$ cat src/rtl/wallace_cpa_stage.sv
// Final carry-propagate adder of the Wallace-tree multiplier: adds the aligned
// sum/carry vectors CHUNK bits per cycle and hands off the product via valid/ready.
module wallace_cpa_stage #(
    parameter int WIDTH = 16,
    parameter int CHUNK = 4
) (
    input  logic             clk,
    input  logic             rst_n,
    input  logic             in_valid,
    output logic             in_ready,
    input  logic [WIDTH-1:0] sum_vec,
    input  logic [WIDTH-1:0] carry_vec,
    output logic             out_valid,
    input  logic             out_ready,
    output logic [WIDTH-1:0] result,
    output logic             cout,
    output logic             busy
);

    localparam int NCH = WIDTH / CHUNK;
    localparam int CW  = (NCH > 1) ? $clog2(NCH) : 1;

    if ((CHUNK < 1) || ((WIDTH % CHUNK) != 0)) begin : g_bad_params
        $error("wallace_cpa_stage: WIDTH must be a positive multiple of CHUNK");
    end

    typedef enum logic [1:0] {
        ST_IDLE = 2'd0,
        ST_ADD  = 2'd1,
        ST_DONE = 2'd2
    } state_t;

    // One chunk of the ripple: {carry_out, sum} of two CHUNK-bit slices plus carry-in.
    function automatic logic [CHUNK:0] chunk_add(
        input logic [CHUNK-1:0] a,
        input logic [CHUNK-1:0] b,
        input logic             ci
    );
        return {1'b0, a} + {1'b0, b} + {{CHUNK{1'b0}}, ci};
    endfunction

    state_t            state_r;
    state_t            state_nxt_s;
    logic [WIDTH-1:0]  sum_op_r;
    logic [WIDTH-1:0]  carry_op_r;
    logic [WIDTH-1:0]  result_r;
    logic [WIDTH-1:0]  result_nxt_s;
    logic [CW-1:0]     cnt_r;
    logic              carry_r;
    logic              cout_r;
    logic              out_valid_r;
    logic              in_ready_r;
    logic              busy_r;
    logic              in_ready_nxt_s;
    logic              busy_nxt_s;
    logic [CHUNK-1:0]  sum_chunk_s;
    logic [CHUNK-1:0]  carry_chunk_s;
    logic [CHUNK:0]    add_s;
    logic              last_chunk_s;
    logic              accept_s;
    logic              release_s;

    // Handshake qualifiers and chunk-position decode.
    always_comb begin
        accept_s     = in_valid & in_ready_r & (state_r == ST_IDLE);
        release_s    = out_valid_r & out_ready & (state_r == ST_DONE);
        last_chunk_s = (cnt_r == CW'(NCH - 1));
    end

    // Select the operand slices addressed by the chunk counter and add them.
    always_comb begin
        sum_chunk_s   = {CHUNK{1'b0}};
        carry_chunk_s = {CHUNK{1'b0}};
        for (int i = 0; i < NCH; i++) begin
            if (cnt_r == CW'(i)) begin
                sum_chunk_s   = sum_op_r[i*CHUNK +: CHUNK];
                carry_chunk_s = carry_op_r[i*CHUNK +: CHUNK];
            end else begin
                sum_chunk_s   = sum_chunk_s;
                carry_chunk_s = carry_chunk_s;
            end
        end
        add_s = chunk_add(sum_chunk_s, carry_chunk_s, carry_r);
    end

    // Merge the freshly added chunk into the result; other chunks keep their value.
    always_comb begin
        result_nxt_s = result_r;
        for (int i = 0; i < NCH; i++) begin
            if ((state_r == ST_ADD) && (cnt_r == CW'(i))) begin
                result_nxt_s[i*CHUNK +: CHUNK] = add_s[CHUNK-1:0];
            end else begin
                result_nxt_s[i*CHUNK +: CHUNK] = result_r[i*CHUNK +: CHUNK];
            end
        end
    end

    // State register.
    always_ff @(posedge clk) begin
        if (!rst_n) begin
            state_r <= ST_IDLE;
        end else begin
            state_r <= state_nxt_s;
        end
    end

    // Next-state logic.
    always_comb begin
        state_nxt_s = state_r;
        case (state_r)
            ST_IDLE: begin
                if (accept_s) begin
                    state_nxt_s = ST_ADD;
                end else begin
                    state_nxt_s = ST_IDLE;
                end
            end
            ST_ADD: begin
                if (last_chunk_s) begin
                    state_nxt_s = ST_DONE;
                end else begin
                    state_nxt_s = ST_ADD;
                end
            end
            ST_DONE: begin
                if (release_s) begin
                    state_nxt_s = ST_IDLE;
                end else begin
                    state_nxt_s = ST_DONE;
                end
            end
            default: begin
                state_nxt_s = ST_IDLE;
            end
        endcase
    end

    // Next values of the state-derived outputs; registered below.
    always_comb begin
        in_ready_nxt_s = (state_nxt_s == ST_IDLE);
        busy_nxt_s     = (state_nxt_s != ST_IDLE);
    end

    // Operand capture at acceptance; later input changes are ignored.
    always_ff @(posedge clk) begin
        if (!rst_n) begin
            sum_op_r   <= {WIDTH{1'b0}};
            carry_op_r <= {WIDTH{1'b0}};
        end else if (accept_s) begin
            sum_op_r   <= sum_vec;
            carry_op_r <= carry_vec;
        end
    end

    // Chunk counter and the inter-chunk carry; the top carry never wraps to chunk 0.
    always_ff @(posedge clk) begin
        if (!rst_n) begin
            cnt_r   <= {CW{1'b0}};
            carry_r <= 1'b0;
        end else if (accept_s) begin
            cnt_r   <= {CW{1'b0}};
            carry_r <= 1'b0;
        end else if (state_r == ST_ADD) begin
            cnt_r   <= last_chunk_s ? {CW{1'b0}} : (cnt_r + CW'(1));
            carry_r <= last_chunk_s ? 1'b0 : add_s[CHUNK];
        end
    end

    // Result and carry-out registers.
    always_ff @(posedge clk) begin
        if (!rst_n) begin
            result_r <= {WIDTH{1'b0}};
            cout_r   <= 1'b0;
        end else begin
            result_r <= result_nxt_s;
            if ((state_r == ST_ADD) && last_chunk_s) begin
                cout_r <= add_s[CHUNK];
            end
        end
    end

    // out_valid rises one cycle after DONE is entered and drops on the handshake.
    always_ff @(posedge clk) begin
        if (!rst_n) begin
            out_valid_r <= 1'b0;
        end else if (release_s) begin
            out_valid_r <= 1'b0;
        end else if (state_r == ST_DONE) begin
            out_valid_r <= 1'b1;
        end
    end

    // Registered handshake/status outputs.
    always_ff @(posedge clk) begin
        if (!rst_n) begin
            in_ready_r <= 1'b1;
            busy_r     <= 1'b0;
        end else begin
            in_ready_r <= in_ready_nxt_s;
            busy_r     <= busy_nxt_s;
        end
    end

    assign in_ready  = in_ready_r;
    assign out_valid = out_valid_r;
    assign result    = result_r;
    assign cout      = cout_r;
    assign busy      = busy_r;

endmodule
$ cat config.mk
export PLATFORM = sky130hd
export DESIGN_NAME = wallace_cpa_stage
export DESIGN_NICKNAME = d
export VERILOG_FILES = /design/src/rtl/wallace_cpa_stage.sv
export SDC_FILE = /design/constraint.sdc
export NUM_CORES = 1
export LEC_CHECK = 0
export ABC_AREA = 1
export BUFFER_PORTS_ARGS = -buffer_cell sky130_fd_sc_hd__buf_4
export CORE_ASPECT_RATIO = 0.7
export CORE_MARGIN = 2
export CORE_UTILIZATION = 50
export CTS_CLUSTER_DIAMETER = 50
export DETAILED_ROUTE_END_ITERATION = 8
export HOLD_SLACK_MARGIN = 0.08
export PLACE_DENSITY = 0.81
export SLEW_MARGIN = 5
export SYNTH_ARGS = -nofsm -noshare
export SYNTH_HDL_FRONTEND = slang
export SYNTH_SLANG_ARGS = --single-unit
$ cat constraint.sdc
create_clock -name clk -period 3.9 [get_ports clk]
set_input_delay 0.39 -clock clk [delete_from_list [all_inputs] [get_ports clk]]
set_output_delay 0.39 -clock clk [all_outputs]
set_load 0.02 [all_outputs]
==> results of run 1 <==
registers in the layout, summed over array words and instances, names as in the netlist:
name        flops
out_valid       1
cnt_r           2
busy            1
carry_r         1
cout            1
state_r         2
sum_op_r       16
carry_op_r     16
result         16
in_ready        1
per-layer routing:
layer	GRT usage (%)	vias to the layer above
li1	-	1192
met1	30.3	1048
met2	31.3	84
met3	10.4	9
met4	7.58	0
met5	0	-
critical path: stages (launching register included):
cell	delay, ns
dfxtp_1	0.38
inv_1	0.10
ha_1	0.27
inv_1	0.32
nand3_1	0.12
o211ai_1	0.10
nand2_1	0.09
fa_1	0.41
fa_1	0.42
xor2_1	0.31
nor2_1	0.09
nor2_1	0.11
cell usage in the layout, fill, tap and decap left out:
master      count
a21oi_1        15
nand3_1        19
and2_4          1
inv_1          17
clkinv_2        2
xor2_1          1
o21a_1          4
o211ai_1        8
clkinvlp_4      1
o21ai_0        46
inv_2           4
fa_1            2
dfxtp_1        57
nor2_2          1
nand2_2         1
buf_4          55
nor2_1        100
nand4_4         1
nand2_4         1
clkbuf_8       11
nand2_1        35
bufinv_16       2
ha_1            7
cell families (layout without fill, tap and decap cells):
family / after synthesis / count (layout) / synth area share, %
flops: 57 / 57 / 45.6
xor+xnor: 1 / 1 / 0.350
fa+ha+maj: 9 / 9 / 5.09
compound gates: 73 / 73 / 15.8
buf+inv: 37 / 92 / 7.04
simple gates: 159 / 159 / 26.2
stage by stage:
stage	cells	power (uW)	hold slack [ns]	area (um2)
floorplan	336	850	0.454	2500
global placement	444	918	0.471	2910
detailed placement	444	926	0.479	2910
CTS	460	1550	0.288	3140
global route	460	1620	0.298	3140
finish	460	1540	0.299	3140
path summary, 6_finish.rpt:
check / cells after the start / start / slack (ns) / endpoint
setup / recovery: 11 / cnt_r[0]$_SDFFE_PP0N_ / 1.10 / result[10]$_SDFFE_PN0P_
setup reg to reg: 11 / cnt_r[0]$_SDFFE_PP0N_ / 1.10 / result[10]$_SDFFE_PN0P_
hold / removal: 3 / sum_vec[15] / 0.30 / sum_op_r[15]$_SDFFE_PN0P_
hold reg to reg: 2 / carry_op_r[11]$_SDFFE_PN0P_ / 0.49 / carry_op_r[11]$_SDFFE_PN0P_
cell usage after synthesis, types with 3 or more instances:
library cell  count  share of area, %
a21oi_1          15               3.0
buf_2             4              0.80
buf_6             3               1.3
clkbuf_1          5              0.75
dfxtp_1          57                46
ha_1              7               3.5
inv_1            17               2.5
inv_2             4              0.60
nand2_1          35               5.2
nand3_1          19               3.8
nor2_1          100                15
o211ai_1          8               2.4
o21a_1            4               1.2
o21ai_0          46               9.2
area by class of cell:
type | count | area share [%]
timing repair buffer | 55 | 13.2
tap | 69 | 2.75
clock inverter | 5 | 2.47
inverter | 21 | 2.51
sequential | 57 | 36.4
multi-input combinational | 242 | 37.9
clock buffer | 11 | 4.83
power by group through the flow:
| stage | Clock [uW] | Combinational (uW) | Sequential (uW) |
|---|---|---|---|
| after global placement | 0 | 246 | 672 |
| after floorplan | 0 | 176 | 674 |
| after CTS | 634 | 255 | 661 |
| final | 622 | 256 | 661 |
| after detailed placement | 0 | 253 | 673 |
| after global routing | 662 | 292 | 665 |
==> results.cfg, run 1 <==
[status]
status = finished clean

[sta]
setup_viol_count_final = 0
fmax_mhz = 357
finalSetupTns_ns = 0
slew_viol_final = 0
fin_skew_ns = 0.00581
finalHoldViolations = 0
timing.final.crit_share_pct = 71.7
finalCriticalPeriod_ns = 2.80
rsz0062_at_grt = false
setup_slack_ns = 1.10
slew_headroom_pct = 65.9
tightest_slew_ns = 0.511

[logic_synthesis]
netlist_area_um2 = 2500
synth_edf_count = 0
synth_seq_area_share_pct = 45.6
synth_cell_types = 23
ys_ff_latch = 57
synth_ff_type = dfxtp_1
synth_warnings = 0
async_flop_share_pct = 0
synth_cells = 336
synth.avg_cell_area_um2 = 7.46
syn_nets = 381

[cts]
cts_buffer_depth = 2
postCtsSetupBuffers = 0
clk_pin_slew_ns = 0.07
cts_buffers = 9
htree_levels = 3
clk_latency_ns = 0.34
root_buffer = clkbuf_8
cts_resized = 0
ctsHoldBuffers = 0
cts_tree = built
clock_sink_count = 57

[drt]
vias = 2333
drt_pass1_iterations = 4
met2RoutedLength_um = 2410
vias_per_cell = 5.07
first_iter_violations = 205
m1WireLength_um = 2800
routed.top_layer = met4
antenna_left = 0
wl_um = 5720
remaining_drc_errors = 0
wl_per_cell_um = 12.4
met3_length_um = 426

[final_layout]
diodes = 0
utilization_pct = 65.2
nFillCells = 444
syn_to_final_growth_pct = 25.2
regArea_um2 = 1140
layout-drive-gt1-share_pct = 20.5
fin_nets = 431
multi_input_area_um2 = 1190

[global_route]
antenna_found_initial = 0
overflow = 0
grt_first_pass_wirelength_um = 9430
grtUsageTotal_pct = 22.4
grt_pass1_vias = 2057
grt_max_degree = 52

[placement]
dp_hpwl_um = 3980
io_buffers = 55
dp_worst_setup_slack_ns = 1.16
place.gp.congestion = 0.846

[worst_setup_path]
endpoint_kind = flop
critPathRequiredTime_ns = 4.17
worst-setup-path-type = reg -> reg
cp.arrival_ns = 3.07
critPathLaunchType = flop
crit_fanout = 13

[power]
power_density_nw_per_um2 = 491
power.leakage_uw = 0.00147
internal_power_uw = 1130
swShare_pct = 26.8
seqPwrFrac_pct = 42.9
p_clk_share_pct = 40.4
p_comb_share_pct = 16.6
peakVddDrop_mv = 0.287
switching_power_uw = 413

[floorplan]
die_y_um = 63.2
dieArea_um2 = 5600
io_pins = 56
die_w_um = 88.6
start_util_pct = 52.1
core.rowCount = 21
core_um2 = 4810

[run]
maxCapViolCount = 0

[hold_path]
hold_class = in -> reg
Note: power is estimated with default switching activity, not from simulation.
==> run 2: changes to the inputs <==
--- a/config.mk
+++ b/config.mk
@@ -9,7 +9,7 @@
 export BUFFER_PORTS_ARGS = -buffer_cell sky130_fd_sc_hd__buf_4
 export CORE_ASPECT_RATIO = 0.7
 export CORE_MARGIN = 2
-export CORE_UTILIZATION = 50
+export CORE_UTILIZATION = 48
 export CTS_CLUSTER_DIAMETER = 50
 export DETAILED_ROUTE_END_ITERATION = 8
 export HOLD_SLACK_MARGIN = 0.08
==> constraint.sdc (replaced) <==
create_clock -name clk -period 2.3 [get_ports clk]
set_input_delay 0.23 -clock clk [delete_from_list [all_inputs] [get_ports clk]]
set_output_delay 0.23 -clock clk [all_outputs]
set_load 0.02 [all_outputs]
==> run 2 against run 1 <==
Compared with the run above:
- the run now ends with setup timing left
- via count increased by 3.4%
- combinational power increased by 96%
- clock power increased by 69%
- final area increased by 7.9%
- wire length increased by 10%
- hold slack got worse by 0.17 ns
- first-iteration DRC count decreased by 10%
- sequential power increased by 69%
- register-to-register slack got worse by 1.1 ns
- setup slack got worse by 1.1 ns
- highest routed layer unchanged
==> results.cfg, run 2 (synthesis gave the netlist of run 1 again) <==
[floorplan]
dieArea_um2 = 5820
die_w_um = 90.3
start_util_pct = 51.0
die_y_um = 64.4
core_um2 = 4910
io_pins = 56
core.rowCount = 21

[worst_setup_path]
cp.arrival_ns = 2.61
reg2reg_depth = 11
ff2ff_setup_slack_ns = -0.04
crit_fanout = 5
worst-setup-path-type = reg -> reg
critPathRequiredTime_ns = 2.57
critPathLaunchType = flop
reg2reg_to = result[14]$_SDFFE_PN0P_
regToRegStartpoint = cnt_r[0]$_SDFFE_PP0N_
endpoint_kind = flop

[power]
switching_power_uw = 746
power_density_nw_per_um2 = 789
power.leakage_uw = 0.00154
p_comb_share_pct = 18.8
internal_power_uw = 1920
peakVddDrop_mv = 0.374
swShare_pct = 28.0
p_clk_share_pct = 39.2
seqPwrFrac_pct = 42.0

[global_route]
overflow = 0
grt_max_degree = 52
grt_pass1_vias = 2209
grt_first_pass_wirelength_um = 10200
grtUsageTotal_pct = 22.1
antenna_found_initial = 0

[drt]
vias = 2412
wl_um = 6290
vias_per_cell = 5.06
antenna_left = 0
first_iter_violations = 184
drt_pass1_iterations = 4
remaining_drc_errors = 0
wl_per_cell_um = 13.2

[final_layout]
diodes = 0
multi_input_area_um2 = 1290
fin_nets = 448
layout-drive-gt1-share_pct = 29.9
final_common_cell = nor2_1
regArea_um2 = 1150
nFillCells = 412
syn_to_final_growth_pct = 35.0
fin_area_um2 = 3380
utilization_pct = 68.8
final_cell_mix = nor2_1 (99), buf_4 (71), dfxtp_1 (55)

[sta]
slew_headroom_pct = 65.7
rsz0062_at_grt = true
setup_slack_ns = -0.0442
setup_viol_count_final = 1
finalHoldViolations = 0
finalCriticalPeriod_ns = 2.34
timing.final.crit_share_pct = 102
fmax_mhz = 427
slew_viol_final = 0
fin_skew_ns = 0.00811
tightest_slew_ns = 0.514

[run]
maxCapViolCount = 0

[cts]
cts_tree = built
root_buffer = clkbuf_8
htree_levels = 3
clk_pin_slew_ns = 0.07
clk_latency_ns = 0.34
cts_buffers = 9
ctsHoldBuffers = 0
cts_buffer_depth = 2
clock_sink_count = 57

[hold_path]
hold_class = in -> reg
hold_path_startpoint = carry_vec[14]
min_path_cells = 3
holdPathEnd = carry_op_r[14]$_SDFFE_PN0P_

[placement]
dp_hpwl_um = 4310
dpl-instance-area_um2 = 3000
place.gp.congestion = 0.879
io_buffers = 55

[status]
failed_checks = setup timing
status = finished, violations left
[run 2: cell count changes in the layout (fill, tap and decap cells not counted), moves of 5 or more]
cell / before / now
buf_4: 55 / 71
ha_1: 7 / 2
nand3_2: 0 / 5
nand3_1: 19 / 14
[run 2: how the worst max path moves through the flow]
| stage | start | endpoint | slack, ns | depth (start not counted) |
|---|---|---|---|---|
| floorplan | cnt_r[1]$_SDFFE_PP0N_ | result[10]$_SDFFE_PN0P_ | 0.004 | 12 |
| global placement | cnt_r[0]$_SDFFE_PP0N_ | result[14]$_SDFFE_PN0P_ | 0.04 | 11 |
| detailed placement | cnt_r[1]$_SDFFE_PP0N_ | result[14]$_SDFFE_PN0P_ | -0.06 | 11 |
| CTS | cnt_r[1]$_SDFFE_PP0N_ | result[14]$_SDFFE_PN0P_ | 0.02 | 11 |
| global route | cnt_r[0]$_SDFFE_PP0N_ | result[14]$_SDFFE_PN0P_ | -0.12 | 11 |
| finish | cnt_r[0]$_SDFFE_PP0N_ | result[14]$_SDFFE_PN0P_ | -0.04 | 11 |
[run 2: power groups by stage]
stage | clock network [uW] | logic (uW) | registers [uW]
floorplan | 0 | 308 | 1140
global placement | 0 | 446 | 1140
detailed placement | 0 | 458 | 1140
CTS | 1060 | 464 | 1120
global route | 1110 | 561 | 1130
finish | 1050 | 502 | 1120
[run 2: cell type report]
class                      instances  area share (%)
sequential                        57            34.0
inverter                          21            2.52
clock inverter                     6            2.70
multi-input combinational        242            38.1
timing repair buffer              72            16.1
tap                               69            2.55
clock buffer                      10            4.07
[run 2: repair_timing]
| item | in CTS | in global routing |
|---|---|---|
| setup buffers | 0 | 6 |
| gates resized for setup | 5 | 23 |
| endpoints found under the setup margin | 14 | 14 |
| pin swaps | 0 | 11 |
[run 2: per-layer routing]
metal  up-vias  GRT usage [%]  wire length [um]
met5         -              0                 0
met4         0           8.46                81
met3         8           7.09               497
met2        87           35.1              2930
met1      1097           28.5              2790
li1       1220              -                 -
[run 2: critical path, cell delays in order, from the launching register on]
cell and delay (ns):
dfxtp_4 0.40, clkinvlp_4 0.16, ha_4 0.22, inv_4 0.07, nand3_1 0.07, o211ai_1 0.08, nand2_1 0.09, fa_2 0.36
fa_2 0.39, xor2_2 0.21, nor2_1 0.08, nor2_1 0.14
[run 2: metrics by stage]
stage | TNS, ns | setup slack [ns] | total power [uW] | std cells | hold slack, ns
6_report | -0.0442 | -0.0442 | 2670 | 477 | 0.133
5_1_grt | -0.901 | -0.120 | 2800 | 477 | 0.147
2_1_floorplan | 0 | 0.00366 | 1450 | 336 | 0.393
4_1_cts | 0 | 0.0201 | 2640 | 471 | 0.121
3_5_place_dp | -0.344 | -0.0585 | 1600 | 455 | 0.476
3_3_place_gp | 0 | 0.0403 | 1580 | 455 | 0.467
==> run 3: changes to the inputs <==
--- a/config.mk
+++ b/config.mk
@@ -12,8 +12,10 @@
 export CORE_UTILIZATION = 48
 export CTS_CLUSTER_DIAMETER = 50
 export DETAILED_ROUTE_END_ITERATION = 8
+export GPL_ROUTABILITY_DRIVEN = 1
 export HOLD_SLACK_MARGIN = 0.08
 export PLACE_DENSITY = 0.81
+export RECOVER_POWER = 100
 export SLEW_MARGIN = 5
 export SYNTH_ARGS = -nofsm -noshare
 export SYNTH_HDL_FRONTEND = slang
==> run 3 against run 2 <==
Compared with the run above:
- the flow still finishes with violations (setup timing)
- largest cell class unchanged
- sequential power hardly changed
- highest routed layer unchanged
- flip-flop and latch count stayed put
- wire length down 0.78%
- clock skew rose by 0.00063 ns
- register-to-register slack barely moved
- via count up 0.21%
- critical path type unchanged
- first-iteration DRC count increased by 9.2%
- die area stayed put
==> results.cfg, run 3 (synthesis gave the netlist of run 1 again) <==
[sta]
rsz0062_at_grt = true
timing.final.crit_share_pct = 102
tightest_slew_ns = 0.512
timing.hold.ws_ns = 0.130
fin_skew_ns = 0.00874
setup_viol_count_final = 1
setup_slack_ns = -0.0479
fmax_mhz = 426
slew_viol_final = 0
finalCriticalPeriod_ns = 2.35
slew_headroom_pct = 65.8
finalHoldViolations = 0

[cts]
clk_latency_ns = 0.35
clock_sink_count = 57
cts_tree = built
clk_pin_slew_ns = 0.07
cts_buffers = 9
cts_buffer_depth = 2
htree_levels = 3
root_buffer = clkbuf_8

[worst_setup_path]
worst-setup-path-type = reg -> reg
cp.arrival_ns = 2.61
max_stage_delay_ns = 0.40
critPathLaunchType = flop
critPathRequiredTime_ns = 2.57
crit_slowest_cell = dfxtp_4
endpoint_kind = flop
crit_fanout = 5
path_cells = clkinvlp_4 -> ha_4 -> inv_4 -> nand3_1 -> o211ai_1 -> nand2_1 -> fa_2 -> fa_2 -> xor2_2 -> nor2_1 -> nor2_1

[final_layout]
layout-drive-gt1-share_pct = 25.0
fin_area_um2 = 3310
fin_nets = 448
final_common_cell = nor2_1
diodes = 0
instances_no_fill = 477
final_cell_mix = nor2_1 (99), dfxtp_1 (55), buf_4 (52)
nFillCells = 436
syn_to_final_growth_pct = 32.2

[drt]
drt_pass1_iterations = 6
antenna_left = 0
vias = 2417
wl_per_cell_um = 13.1
vias_per_cell = 5.07
wl_um = 6240
remaining_drc_errors = 0
first_iter_violations = 201

[placement]
dp_hpwl_um = 4310
numPlacedInstances = 455
place.gp.congestion = 0.879
dpl-instance-area_um2 = 3000
io_buffers = 55
dp_worst_setup_slack_ns = -0.0585

[hold_path]
hold_class = in -> reg

[global_route]
overflow = 0
grt_pass1_vias = 2209
grtUsageTotal_pct = 22.1
grt_max_degree = 52
antenna_found_initial = 0
grt_first_pass_wirelength_um = 10200

[floorplan]
io_pins = 56
core_um2 = 4910
core.rowCount = 21
start_util_pct = 51.0
die_y_um = 64.4
dieArea_um2 = 5820
die_w_um = 90.3

[power]
peakVddDrop_mv = 0.373
power_uw = 2660
power.leakage_uw = 0.00146
power_density_nw_per_um2 = 803

[run]
maxCapViolCount = 0

[status]
failed_checks = setup timing
status = finished, violations left
## run 3: cell types whose count changed in the layout (fill, tap and decap cells not counted), sizes merged
| cell | change |
|---|---|
| buf | -19 |
| clkbuf | +19 |
## run 3: worst max-delay path: cells and delay by family (launching register included)
family                     cells  cell delay [ns]
and+or+nand+nor                4             0.38
adders and majority gates      3             0.96
xor gates and xnor gates       1             0.21
AOI/OAI and AO/OA              1             0.08
buffers and inverters          2             0.23
DFF                            1             0.40
## run 3: timing repair
action | in CTS | in global routing
gates cloned | 0 | 0
pin swaps | 0 | 11
resized for setup | 5 | 23
buffers inserted | 0 | 6
setup endpoints to repair | 14 | 14
hold buffers | 0 | 0
## run 3: layout make-up
type	count	area (um2)	share of cell area [%]
Tap cell	69	86.3	2.61
Clock buffer	10	138	4.16
Multi-Input combinational cell	242	1290	38.9
Timing Repair Buffer	72	473	14.3
Sequential cell	57	1150	34.7
Clock inverter	6	91.3	2.76
Inverter	21	85.1	2.57
## run 3: where the power goes
part / switching (uW) / internal [uW]
logic: 286 / 203
clock network: 410 / 640
registers: 50.8 / 1070
## run 3: through the flow
step	setup TNS, ns	utilization [%]
CTS	0	65.9
global route	-0.901	67.4
floorplan	0	-
detailed placement	-0.344	61.1
global placement	0	61.1
finish	-0.0479	67.4
## run 3: worst paths after layout
kind	start	to	slack [ns]	cells after the start
setup / recovery	cnt_r[0]$_SDFFE_PP0N_	result[14]$_SDFFE_PN0P_	-0.05	11
hold / removal	carry_vec[14]	carry_op_r[14]$_SDFFE_PN0P_	0.13	3
setup reg to reg	cnt_r[0]$_SDFFE_PP0N_	result[14]$_SDFFE_PN0P_	-0.05	11
hold reg to reg	carry_op_r[11]$_SDFFE_PN0P_	carry_op_r[11]$_SDFFE_PN0P_	0.49	2
## run 3: layer usage
layer | vias to the layer above | routed length [um] | track usage, %
met2 | 81 | 2880 | 35.1
li1 | 1221 | - | -
met1 | 1105 | 2810 | 28.5
met5 | - | 0 | 0
met3 | 10 | 475 | 7.09
met4 | 0 | 78 | 8.46
